**src/rtl/keypad_scanner.sv**
```systemverilog
// 4x4 matrix keypad scanner: rotates an active-low column strobe, debounces
// press and release at slot ends, and hands one decoded key per press to a valid/ack register.
module keypad_scanner #(
  parameter int unsigned SCAN_DIV         = 100000,
  parameter int unsigned DEBOUNCE_SAMPLES = 4
) (
  input  logic       clk,
  input  logic       reset,
  input  logic [3:0] row,
  output logic [3:0] col,
  output logic [3:0] key_code,
  output logic       key_valid,
  input  logic       key_ack,
  output logic       key_pressed,
  output logic       overflow
);

  localparam int unsigned SLOT_W = (SCAN_DIV > 2) ? $clog2(SCAN_DIV) : 1;
  localparam int unsigned CNT_W  = $clog2(DEBOUNCE_SAMPLES + 1);
  localparam logic [SLOT_W-1:0] SLOT_LAST = SLOT_W'(SCAN_DIV - 1);
  localparam logic [CNT_W-1:0]  CNT_DONE  = CNT_W'(DEBOUNCE_SAMPLES);

  typedef enum logic [1:0] {SCAN, DEBOUNCE, RELEASE} state_t;

  state_t            state, state_nxt;
  logic [3:0]        row_s1, row_s2;
  logic [SLOT_W-1:0] slot;
  logic [3:0]        col_nxt;
  logic [1:0]        cand_col, cand_col_nxt;
  logic [1:0]        cand_row, cand_row_nxt;
  logic [CNT_W-1:0]  cnt, cnt_nxt;
  logic [3:0]        code_nxt;
  logic              valid_nxt, pressed_nxt, ovf_nxt;
  logic              slot_end, row_any, cand_low, accept;
  logic [1:0]        col_idx, row_pick;
  logic [3:0]        accept_code;

  function automatic logic [3:0] decode(input logic [1:0] c, input logic [1:0] r);
    logic [3:0] k;
    case ({c, r})
      4'b00_00: k = 4'h1;
      4'b00_01: k = 4'h4;
      4'b00_10: k = 4'h7;
      4'b00_11: k = 4'h0;
      4'b01_00: k = 4'h2;
      4'b01_01: k = 4'h5;
      4'b01_10: k = 4'h8;
      4'b01_11: k = 4'hF;
      4'b10_00: k = 4'h3;
      4'b10_01: k = 4'h6;
      4'b10_10: k = 4'h9;
      4'b10_11: k = 4'hE;
      4'b11_00: k = 4'hA;
      4'b11_01: k = 4'hB;
      4'b11_10: k = 4'hC;
      default:  k = 4'hD;
    endcase
    return k;
  endfunction

  // Slot timing and row decode helpers
  always_comb begin
    slot_end = (slot == SLOT_LAST);
    row_any  = ~&row_s2;
    cand_low = ~row_s2[cand_row];
    if (!col[0])      col_idx = 2'd0;
    else if (!col[1]) col_idx = 2'd1;
    else if (!col[2]) col_idx = 2'd2;
    else              col_idx = 2'd3;
    if (!row_s2[0])      row_pick = 2'd0;
    else if (!row_s2[1]) row_pick = 2'd1;
    else if (!row_s2[2]) row_pick = 2'd2;
    else                 row_pick = 2'd3;
  end

  // Next-state and output logic
  always_comb begin
    state_nxt    = state;
    col_nxt      = col;
    cand_col_nxt = cand_col;
    cand_row_nxt = cand_row;
    cnt_nxt      = cnt;
    code_nxt     = key_code;
    valid_nxt    = key_valid & ~key_ack;
    pressed_nxt  = key_pressed;
    ovf_nxt      = overflow;
    accept       = 1'b0;
    accept_code  = 4'h0;

    case (state)
      SCAN: begin
        if (slot_end) begin
          if (row_any) begin
            cand_col_nxt = col_idx;
            cand_row_nxt = row_pick;
            if (DEBOUNCE_SAMPLES == 1) begin
              accept      = 1'b1;
              accept_code = decode(col_idx, row_pick);
              cnt_nxt     = CNT_W'(0);
              state_nxt   = RELEASE;
            end else begin
              cnt_nxt   = CNT_W'(1);
              state_nxt = DEBOUNCE;
            end
          end else begin
            col_nxt = {col[2:0], col[3]};
          end
        end
      end
      DEBOUNCE: begin
        if (slot_end) begin
          if (cand_low) begin
            if (cnt + 1'b1 == CNT_DONE) begin
              accept      = 1'b1;
              accept_code = decode(cand_col, cand_row);
              cnt_nxt     = CNT_W'(0);
              state_nxt   = RELEASE;
            end else begin
              cnt_nxt = cnt + 1'b1;
            end
          end else begin
            cnt_nxt   = CNT_W'(0);
            state_nxt = SCAN;
            col_nxt   = {col[2:0], col[3]};
          end
        end
      end
      RELEASE: begin
        // Only the latched row counts; other rows are ignored until release completes
        if (slot_end) begin
          if (!cand_low) begin
            if (cnt + 1'b1 == CNT_DONE) begin
              pressed_nxt = 1'b0;
              cnt_nxt     = CNT_W'(0);
              state_nxt   = SCAN;
              col_nxt     = {col[2:0], col[3]};
            end else begin
              cnt_nxt = cnt + 1'b1;
            end
          end else begin
            cnt_nxt = CNT_W'(0);
          end
        end
      end
      default: state_nxt = SCAN;
    endcase

    if (accept) begin
      pressed_nxt = 1'b1;
      if (!key_valid || key_ack) begin
        code_nxt  = accept_code;
        valid_nxt = 1'b1;
      end else begin
        ovf_nxt = 1'b1;
      end
    end
  end

  // State and datapath registers
  always_ff @(posedge clk or posedge reset) begin
    if (reset) begin
      state       <= SCAN;
      row_s1      <= 4'hF;
      row_s2      <= 4'hF;
      slot        <= SLOT_W'(0);
      col         <= 4'b1110;
      cand_col    <= 2'd0;
      cand_row    <= 2'd0;
      cnt         <= CNT_W'(0);
      key_code    <= 4'h0;
      key_valid   <= 1'b0;
      key_pressed <= 1'b0;
      overflow    <= 1'b0;
    end else begin
      state       <= state_nxt;
      row_s1      <= row;
      row_s2      <= row_s1;
      slot        <= slot_end ? SLOT_W'(0) : slot + 1'b1;
      col         <= col_nxt;
      cand_col    <= cand_col_nxt;
      cand_row    <= cand_row_nxt;
      cnt         <= cnt_nxt;
      key_code    <= code_nxt;
      key_valid   <= valid_nxt;
      key_pressed <= pressed_nxt;
      overflow    <= ovf_nxt;
    end
  end

endmodule

```
**config.mk**
```make
export PLATFORM = sky130hd
export DESIGN_NAME = keypad_scanner
export DESIGN_NICKNAME = d
export VERILOG_FILES = /design/src/rtl/keypad_scanner.sv
export SDC_FILE = /design/constraint.sdc
export NUM_CORES = 1
export LEC_CHECK = 0
export ABC_CLOCK_PERIOD_IN_PS = 2230
export CORE_MARGIN = 3
export CORE_UTILIZATION = 51
export DETAILED_ROUTE_END_ITERATION = 12
export PLACE_DENSITY_LB_ADDON = 0.12
export RECOVER_POWER = 100
export SETUP_SLACK_MARGIN = 0.5
export SYNTH_ARGS = -nofsm -noshare
export SYNTH_HDL_FRONTEND = slang
export SYNTH_SLANG_ARGS = --single-unit
```
**constraint.sdc**
```tcl
create_clock -name clk -period 2.23 [get_ports clk]
set_clock_uncertainty 0.05 [all_clocks]
set_input_delay 0.3345 -clock clk [delete_from_list [all_inputs] [get_ports clk]]
set_output_delay 0.3345 -clock clk [all_outputs]
set_load 0.02 [all_outputs]
```
==> results of run 1 <==
-- worst max-delay path, cell delays in order, from the launching register on --
cell	delay (ps)
dfrtp_1	380
or4bb_1	550
nor4_4	300
or2_4	230
nand3_4	110
mux2_1	340
-- sequential cells by signal, indices dropped and copies added (netlist names), 2 cells and up --
name      cells
row_s2        4
cand_row      2
cnt           3
key_code      4
cand_col      2
state         2
col           4
row_s1        4
slot         17
-- final timing paths --
path | endpoint | depth (start not counted) | from
hold / removal | row_s2[3]$_DFF_PP1_ | 0 | row_s1[3]$_DFF_PP1_
hold reg to reg | row_s2[3]$_DFF_PP1_ | 0 | row_s1[3]$_DFF_PP1_
max in group asynchronous | cand_row[1]$_DFFE_PP0P_ | 3 | reset
setup reg to reg | col[0]$_DFFE_PP0P_ | 5 | slot[5]$_DFF_PP0_
setup / recovery | col[0]$_DFFE_PP0P_ | 5 | slot[5]$_DFF_PP0_
min in group asynchronous | slot[13]$_DFF_PP0_ | 3 | reset
-- per-stage QoR --
stage | area [µm²] | worst slack, ps
floorplan | 2152 | 19.82
global placement | 2484 | 118.4
detailed placement | 2484 | 61.53
CTS | 2739 | 72.85
global route | 2751 | 57.75
finish | 2751 | 151.9
-- layout by cell type, fill, tap and decap left out, types with 5 or more instances in the layout --
cell type	count
dfrtp_1	34
nand2_1	15
dlygate4sd3_1	13
buf_4	13
inv_1	12
xnor2_1	10
ha_1	9
nor2_1	8
dfstp_2	8
nand3_1	7
mux2_1	7
xor2_1	6
o21ai_0	6
nand4_1	6
and3_1	6
clkbuf_8	6
o21ai_1	5
-- layer usage --
layer	up-vias	track usage (%)	routed length [µm]
li1	755	-	-
met1	768	25.09	1940
met4	0	5.010	34
met3	4	2.983	131
met2	27	31.10	2024
met5	-	0	0
-- cells by family after synthesis --
kind of cell	Yosys count	share of synthesized area, %
compound gates	23	6.411
flops	45	53.09
buf+inv	13	2.272
simple gates	69	18.24
xor+xnor	16	6.527
fa+ha+maj	10	5.711
mux	13	7.750
-- repair_timing --
item	in CTS	in global routing
setup buffers	5	4
pin swaps	12	8
hold buffers	0	0
endpoints found under the hold margin	0	0
setup endpoints to repair	26	31
resized for setup	28	19
-- synth_stat cells --
master and number:
a21oi_1 4, a31oi_1 1, a32o_1 1, and2_1 1, and3_1 6, clkbuf_1 1
dfrtp_1 34, dfstp_2 11, ha_1 9, inv_1 12, maj3_1 1, mux2_1 5
mux2_2 4, mux2i_1 2, mux4_2 2, nand2_1 17, nand2b_1 1, nand3_1 9
nand3_2 2, nand4_1 6, nand4b_1 1, nor2_1 10, nor2b_1 5, nor2b_2 1
nor3_1 3, nor4_1 1, nor4_4 1, nor4b_1 2, o21ai_0 12, o21bai_1 1
o221ai_1 1, o31a_1 1, o31ai_1 1, o41ai_1 1, or2_2 1, or4_4 1
or4bb_1 1, xnor2_1 10, xor2_1 6
-- power by group through the flow --
stage	sequential, mW	combinational, mW	clock [mW]
floorplan	0.847	0.0162	0
global placement	0.848	0.0318	0
detailed placement	0.848	0.0330	0
CTS	0.833	0.0347	0.639
global route	0.833	0.0358	0.681
finish	0.832	0.0311	0.622
-- area by class of cell --
class / count / area, µm² / area share, %
clock buffer: 6 / 82.58 / 3.001
tap: 48 / 60.06 / 2.183
sequential: 45 / 1140 / 41.43
inverter: 12 / 45.04 / 1.637
clock inverter: 2 / 37.54 / 1.364
multi-input combinational: 131 / 1046 / 38.02
timing repair buffer: 40 / 340.3 / 12.37
==> impl_metrics.py, run 1 <==
metrics = {
    "outcome": {
        "outcome": "complete, no violations",
    },
    "clock_tree": {
        "worstSkewPairLatency_ps": 290,
        "clock_sinks": 45,
        "clk_pin_slew_worst_paths_ps": 80,
        "clock_path_buffers": 2,
        "root_buffer": "clkbuf_8",
        "htreeDepth": 2,
        "cts_buffers": 5,
        "cts_tree": "yes",
    },
    "yosys": {
        "synth_top_cell_area_share_pct": 39.63,
        "synth_top_area_cell": "dfrtp_1",
        "synth-seq-cells": 45,
        "synth_cell_types": 39,
        "postSynthAreaPerCell_um2": 11.36,
        "syn_inst": 189,
        "yosys_warnings": 0,
        "synth.area.top_cells": "dfrtp_1 40%, dfstp_2 13%, ha_1 5.2%, xnor2_1 4.1%, nand2_1 3.0%",
        "synth_area_mm2": 0.002147,
        "syn-num-nets": 205,
        "seq_area_frac_synth_pct": 53.09,
    },
    "cells_and_area": {
        "area_growth_pct": 28.15,
        "diodes": 0,
        "finalNetCount": 251,
        "fin_cells": 284,
        "finalCoreUtilization_pct": 71.40,
        "layout-drive-gt1-share_pct": 24.58,
        "fill_cells": 290,
    },
    "worst_setup_path": {
        "critPathKind": "register to register",
        "cp.arrival_ps": 2190,
        "worst-path-max-fanout": 4,
        "required_ps": 2340,
        "start_kind": "register",
        "rrSetupSlack_ps": 150,
        "endpoint_kind": "register",
    },
    "power": {
        "combPwrFrac_pct": 2.1,
        "p_leak_nw": 1.271,
        "ir_worst_vdd_uv": 610.6,
        "seqPwrFrac_pct": 56.0,
        "p_switching_uw": 282.2,
        "power_density_mw_per_mm2": 539.9,
        "internal_power_mw": 1.203,
        "pwr-share-clk_pct": 41.9,
        "swShare_pct": 19.00,
        "total_power_mw": 1.485,
    },
    "timing": {
        "tightest_slew_ps": 1074,
        "fin_crit_ps": 2078,
        "slew_headroom_pct": 28.42,
        "whs_ps": 309.0,
        "hold_viol_final": 0,
        "fin_setup_tns_ps": 0,
        "fin_crit_sh_pct": 93.19,
        "drv_slew": 0,
        "rsz0062_at_grt": "true",
        "setup_viol": 0,
        "clock.fmax_mhz": 481.2,
    },
    "drt": {
        "firstDrtPassIters": 4,
        "drc": 0,
        "num_vias": 1554,
        "antenna_left": 0,
        "drt-initial-drc-count": 99,
        "wl_per_cell_um": 14.54,
        "drt_wl_total_um": 4130,
        "viasPerCell": 5.472,
    },
    "min_path": {
        "hp-class": "register to register",
    },
    "global_routing": {
        "grt_max_degree": 46,
        "overflow": 0,
        "grt_pass1_wl_um": 7493,
        "antenna_found_initial": 0,
        "grt_pass1_vias": 1647,
        "track_usage_pct": 18.56,
    },
    "placed_design": {
        "place_inst": 267,
        "portBuffers": 17,
        "dpl.hpwl_um": 2853,
        "gp_congestion": 0.9614,
    },
    "floorplan": {
        "ios": 18,
        "design.die.area_mm2": 0.005025,
        "die_w_um": 70.89,
        "start_util_pct": 55.71,
        "rows": 22,
        "core_mm2": 0.003854,
        "die_y_um": 70.89,
    },
    "job": {
        "cap_violations": 0,
    },
}
No activity file was read; power rests on OpenSTA's default activity.
==> run 2, diff against run 1 <==
--- a/config.mk
+++ b/config.mk
@@ -6,11 +6,13 @@
 export NUM_CORES = 1
 export LEC_CHECK = 0
 export ABC_CLOCK_PERIOD_IN_PS = 2230
-export CORE_MARGIN = 3
+export CORE_MARGIN = 5
 export CORE_UTILIZATION = 51
+export CTS_CLUSTER_DIAMETER = 60
 export DETAILED_ROUTE_END_ITERATION = 12
 export PLACE_DENSITY_LB_ADDON = 0.12
 export RECOVER_POWER = 100
+export REMOVE_ABC_BUFFERS = 1
 export SETUP_SLACK_MARGIN = 0.5
 export SYNTH_ARGS = -nofsm -noshare
 export SYNTH_HDL_FRONTEND = slang
==> run 2 against run 1 <==
Utilization down 4.1 points. Sequential cell count did not move. Setup slack worse by 9.9 ps. Die area grew 12%. Critical endpoint unchanged. Critical path type unchanged.
==> impl_metrics.py, run 2 (synthesis results as in run 1) <==
metrics = {
    "min_path": {
        "hold_end": "row_s2[3]$_DFF_PP1_",
        "min_from": "row_s1[3]$_DFF_PP1_",
        "min_path_cells": 0,
        "hp-class": "register to register",
    },
    "clock_tree": {
        "clock_path_buffers": 2,
        "clk_pin_slew_worst_paths_ps": 80,
        "htreeDepth": 2,
        "worstSkewPairLatency_ps": 290,
        "cts_buffers": 5,
        "root_buffer": "clkbuf_8",
        "clock_sinks": 45,
        "cts_tree": "yes",
    },
    "placed_design": {
        "dpl_cell_area_mm2": 0.002481,
        "portBuffers": 17,
        "dpl.hpwl_um": 2955,
        "place_inst": 269,
        "gp_congestion": 0.9715,
    },
    "drt": {
        "num_vias": 1556,
        "wl_per_cell_um": 14.93,
        "drt_wl_total_um": 4226,
        "drt-initial-drc-count": 57,
        "antenna_left": 0,
        "viasPerCell": 5.498,
        "firstDrtPassIters": 4,
        "drc": 0,
    },
    "worst_setup_path": {
        "critPathKind": "register to register",
        "slowest_delay_ps": 550,
        "cp.arrival_ps": 2210,
        "r2r-end": "col[0]$_DFFE_PP0P_",
        "start_kind": "register",
        "crit_slowest_cell": "or4_4",
        "rr_startpoint": "slot[14]$_DFF_PP0_",
        "rrSetupSlack_ps": 140,
        "worst-path-max-fanout": 4,
        "crit_buf_inv": 0,
        "cpLargestDelayFamily": "simple AND/OR/NAND/NOR gates",
        "endpoint_kind": "register",
        "rr_worst_depth": 5,
        "cp_cell_sequence": "or4_4, nor4_4, or2_4, nand3_2, mux2_1",
        "required_ps": 2350,
    },
    "cells_and_area": {
        "final_cell_area_mm2": 0.002713,
        "finalNetCount": 248,
        "fin_cells": 283,
        "final_cell_mix": "34 x dfrtp_1, 15 x nand2_1, 12 x inv_1, 12 x dlygate4sd3_1, 11 x buf_4",
        "diodes": 0,
        "layout_commonest_cell": "dfrtp_1",
        "finalCoreUtilization_pct": 67.33,
        "layout-drive-gt1-share_pct": 22.75,
        "top_register": "slot",
        "area_growth_pct": 26.34,
        "largest_reg_flops": 17,
    },
    "job": {
        "cap_violations": 0,
    },
    "global_routing": {
        "overflow": 0,
        "top_usage_layer": "met2",
        "grt_max_degree": 46,
        "grt_pass1_vias": 1594,
        "grtUsageMet2_pct": 26.40,
        "antenna_found_initial": 0,
        "met1_usage_pct": 22.12,
        "grt_pass1_wl_um": 7072,
        "track_usage_pct": 16.41,
        "use_met3_pct": 2.937,
    },
    "timing": {
        "fin_crit_sh_pct": 93.63,
        "setup_viol": 0,
        "rsz0062_at_grt": "true",
        "slew_headroom_pct": 28.67,
        "fin_setup_tns_ps": 0,
        "tightest_slew_ps": 1070,
        "clock.fmax_mhz": 478.9,
        "hold_viol_final": 0,
        "fin_crit_ps": 2088,
        "drv_slew": 0,
    },
    "floorplan": {
        "core_mm2": 0.004029,
        "ios": 18,
        "rows": 23,
        "start_util_pct": 53.29,
        "die_w_um": 74.89,
        "die_y_um": 74.89,
        "design.die.area_mm2": 0.005608,
    },
    "power": {
        "ir_worst_vdd_uv": 544.3,
        "p_leak_nw": 1.244,
        "total_power_mw": 1.489,
        "power_density_mw_per_mm2": 549.0,
    },
    "outcome": {
        "outcome": "complete, no violations",
    },
}
-- run 2: changes by cell type in the layout (fill, tap and decap cells not counted), moves of 2 or more --
| cell | previous run | this run |
|---|---|---|
| nor4b_1 | 2 | 0 |
| nor2_2 | 2 | 0 |
| buf_4 | 13 | 11 |
| nand3_2 | 1 | 3 |
| nor2_1 | 8 | 10 |
| clkbuf_1 | 3 | 5 |
| nand3_4 | 3 | 1 |
| nor4b_2 | 0 | 2 |
-- run 2: how the worst max path moves through the flow --
stage / from / endpoint / cells past startpoint
detailed placement: slot[14]$_DFF_PP0_ / key_code[1]$_DFFE_PP0P_ / 5
CTS: slot[6]$_DFF_PP0_ / col[0]$_DFFE_PP0P_ / 5
global placement: slot[14]$_DFF_PP0_ / col[0]$_DFFE_PP0P_ / 5
finish: slot[14]$_DFF_PP0_ / col[0]$_DFFE_PP0P_ / 5
global route: slot[14]$_DFF_PP0_ / cnt[1]$_DFFE_PP0P_ / 6
floorplan: slot[14]$_DFF_PP0_ / key_code[0]$_DFFE_PP0P_ / 5
-- run 2: final cells by class --
| class | instances | area (µm²) |
|---|---|---|
| flip-flops and latches | 45 | 1140 |
| clock buffers | 6 | 82.58 |
| fillers | 329 | 1316 |
| repair buffers | 37 | 304.0 |
| multi-input cells | 131 | 1041 |
| inverters | 12 | 45.04 |
| well taps | 50 | 62.56 |
| clock inverters | 2 | 37.54 |
-- run 2: layer usage --
layer	routed length (µm)	up-vias
met5	0	-
met4	21	0
met3	146	2
met2	2095	33
met1	1963	771
li1	-	750
-- run 2: stage by stage --
stage                     worst slack [ps]  hold slack, ps
final                                142.0           308.2
after global routing                 48.58           311.8
after CTS                            122.5           309.0
after detailed placement             39.33           297.2
after global placement               108.5           296.3
after floorplan                      2.937           289.0
-- run 2: report_power, final --
part | switching (mW) | internal (mW) | leakage [nW]
Clock | 0.262 | 0.364 | 0.0574
Sequential | 0.00393 | 0.829 | 0.577
Combinational | 0.0205 | 0.0106 | 0.610
-- run 2: what timing repair did --
action                                  in CTS  in global routing
endpoints found under the setup margin      23                 31
pin swaps                                    8                  7
buffers inserted                             3                  3
hold buffers                                 0                  0
gates resized for setup                     16                 28
==> run 3, diff against run 2 <==
--- a/config.mk
+++ b/config.mk
@@ -10,10 +10,11 @@
 export CORE_UTILIZATION = 51
 export CTS_CLUSTER_DIAMETER = 60
 export DETAILED_ROUTE_END_ITERATION = 12
-export PLACE_DENSITY_LB_ADDON = 0.12
+export PLACE_DENSITY_LB_ADDON = 0.05
 export RECOVER_POWER = 100
 export REMOVE_ABC_BUFFERS = 1
 export SETUP_SLACK_MARGIN = 0.5
 export SYNTH_ARGS = -nofsm -noshare
 export SYNTH_HDL_FRONTEND = slang
 export SYNTH_SLANG_ARGS = --single-unit
+export TNS_END_PERCENT = 30
==> run 3 against run 2 <==
Sequential cell count unchanged. Via count is 2.1% lower. Largest cell class unchanged. Largest power group unchanged. Fmax is 2.1% lower. Sequential share of layout area up 0.99 points. Routed wire length increased by 2.0%. Highest routed layer unchanged.
==> impl_metrics.py, run 3 (synthesis results as in run 1) <==
metrics = {
    "timing": {
        "clock.fmax_mhz": 468.8,
        "tightest_slew_ps": 1103,
        "setup_viol": 0,
        "hold_viol_final": 0,
        "rsz0062_at_grt": "true",
        "fin_setup_tns_ps": 0,
        "drv_slew": 0,
        "fin_crit_sh_pct": 95.65,
        "fin_crit_ps": 2133,
        "slew_headroom_pct": 26.47,
    },
    "global_routing": {
        "grt_max_degree": 46,
        "grt_pass1_wl_um": 7396,
        "grt_pass1_vias": 1591,
        "track_usage_pct": 17.58,
        "antenna_found_initial": 0,
        "overflow": 0,
    },
    "placed_design": {
        "gp_congestion": 0.9684,
        "dpl.hpwl_um": 3195,
        "portBuffers": 17,
    },
    "worst_setup_path": {
        "start_kind": "register",
        "worst-path-max-fanout": 5,
        "required_ps": 2360,
        "endpoint": "cnt[1]$_DFFE_PP0P_",
        "endpoint_kind": "register",
        "rrSetupSlack_ps": 100,
        "r2r-end": "cnt[1]$_DFFE_PP0P_",
        "rr_startpoint": "slot[14]$_DFF_PP0_",
        "cp.arrival_ps": 2260,
        "crit_start": "slot[14]$_DFF_PP0_",
        "critPathKind": "register to register",
        "rr_worst_depth": 5,
    },
    "drt": {
        "antenna_left": 0,
        "firstDrtPassIters": 4,
        "wl_per_cell_um": 15.46,
        "drt_wl_total_um": 4312,
        "drt-initial-drc-count": 65,
        "num_vias": 1524,
        "drc": 0,
        "viasPerCell": 5.462,
    },
    "floorplan": {
        "die_w_um": 74.89,
        "rows": 23,
        "die_y_um": 74.89,
        "core_mm2": 0.004029,
        "design.die.area_mm2": 0.005608,
        "start_util_pct": 53.29,
        "ios": 18,
    },
    "clock_tree": {
        "clock_sinks": 45,
        "root_buffer": "clkbuf_8",
        "ctsHoldBuffers": 0,
        "cts_tree": "yes",
        "clock_path_buffers": 2,
        "clk_pin_slew_worst_paths_ps": 90,
        "worstSkewPairLatency_ps": 290,
        "htreeDepth": 2,
        "cts_buffers": 5,
    },
    "outcome": {
        "outcome": "complete, no violations",
    },
    "job": {
        "cap_violations": 0,
    },
    "cells_and_area": {
        "layout-drive-gt1-share_pct": 21.40,
        "finalNetCount": 244,
        "largest_reg_flops": 17,
        "finalCoreUtilization_pct": 65.78,
        "layout_commonest_cell": "dfrtp_1",
        "area_growth_pct": 23.43,
        "diodes": 0,
        "top_register": "slot",
        "final_cell_mix": "34 x dfrtp_1, 16 x nand2_1, 16 x dlygate4sd3_1",
    },
    "min_path": {
        "hp-class": "register to register",
    },
    "power": {
        "total_power_mw": 1.495,
        "power_density_mw_per_mm2": 564.1,
        "ir_worst_vdd_uv": 509.3,
        "p_leak_nw": 1.211,
    },
}
==> run 3: changes by cell type in the layout (fill, tap and decap cells not counted), sizes merged <==
| cell | change |
|---|---|
| buf | -5 |
| dlygate4sd3 | +4 |
| dlygate4sd2 | -3 |
==> run 3: metrics by stage <==
| stage | hold slack, ps | std cells | instance area, µm² | worst slack [ps] |
|---|---|---|---|---|
| after floorplan | 289.0 | 188 | 2143 | 2.937 |
| after global placement | 295.7 | 268 | 2474 | 106.8 |
| after detailed placement | 297.8 | 268 | 2474 | 46.85 |
| after CTS | 310.1 | 277 | 2624 | 113.2 |
| after global routing | 312.3 | 279 | 2650 | 26.27 |
| final | 308.7 | 279 | 2650 | 97.02 |
==> run 3: critical path: stages (launching register included) <==
cell and delay, ps:
dfrtp_1 390, or4_4 550, nor4_4 330, clkbuf_1 220, o221ai_4 140, o31ai_1 350
==> run 3: worst min-delay path by stage <==
| stage | start | to | cells after the start |
|---|---|---|---|
| global placement | row_s1[1]$_DFF_PP1_ | row_s2[1]$_DFF_PP1_ | 0 |
| finish | row_s1[2]$_DFF_PP1_ | row_s2[2]$_DFF_PP1_ | 0 |
| global route | row_s1[2]$_DFF_PP1_ | row_s2[2]$_DFF_PP1_ | 0 |
| CTS | row_s1[2]$_DFF_PP1_ | row_s2[2]$_DFF_PP1_ | 0 |
| detailed placement | row_s1[2]$_DFF_PP1_ | row_s2[2]$_DFF_PP1_ | 0 |
| floorplan | row[0] | row_s1[0]$_DFF_PP1_ | 0 |
==> run 3: cell type report <==
| cell class | instances | area, µm² |
|---|---|---|
| sequential | 45 | 1140 |
| tap | 50 | 62.56 |
| clock inverter | 2 | 37.54 |
| timing repair buffer | 33 | 272.8 |
| multi-input combinational | 131 | 1010 |
| inverter | 12 | 45.04 |
| clock buffer | 6 | 82.58 |
| fill | 335 | 1379 |
==> run 3: report_power, final <==
part           internal, mW  total [mW]  switching (mW)
sequential            0.829       0.833         0.00451
clock                 0.364       0.631           0.266
combinational        0.0105      0.0309          0.0204
total                  1.20        1.49           0.291
==> run 3: repair_timing <==
| action | in CTS | in global routing |
|---|---|---|
| pin swaps | 4 | 4 |
| setup endpoints to repair | 24 | 33 |
| cloned | 0 | 0 |
| resized for setup | 5 | 10 |
| setup buffers | 1 | 2 |
==> run 3: layer usage <==
layer  vias to the layer above  global-route usage [%]  wire length, µm
li1                        738                       -                -
met4                         0                   5.929               72
met5                         -                       0                0
met3                         8                   3.471              209
met1                       737                   22.52             1894
met2                        41                   29.79             2135
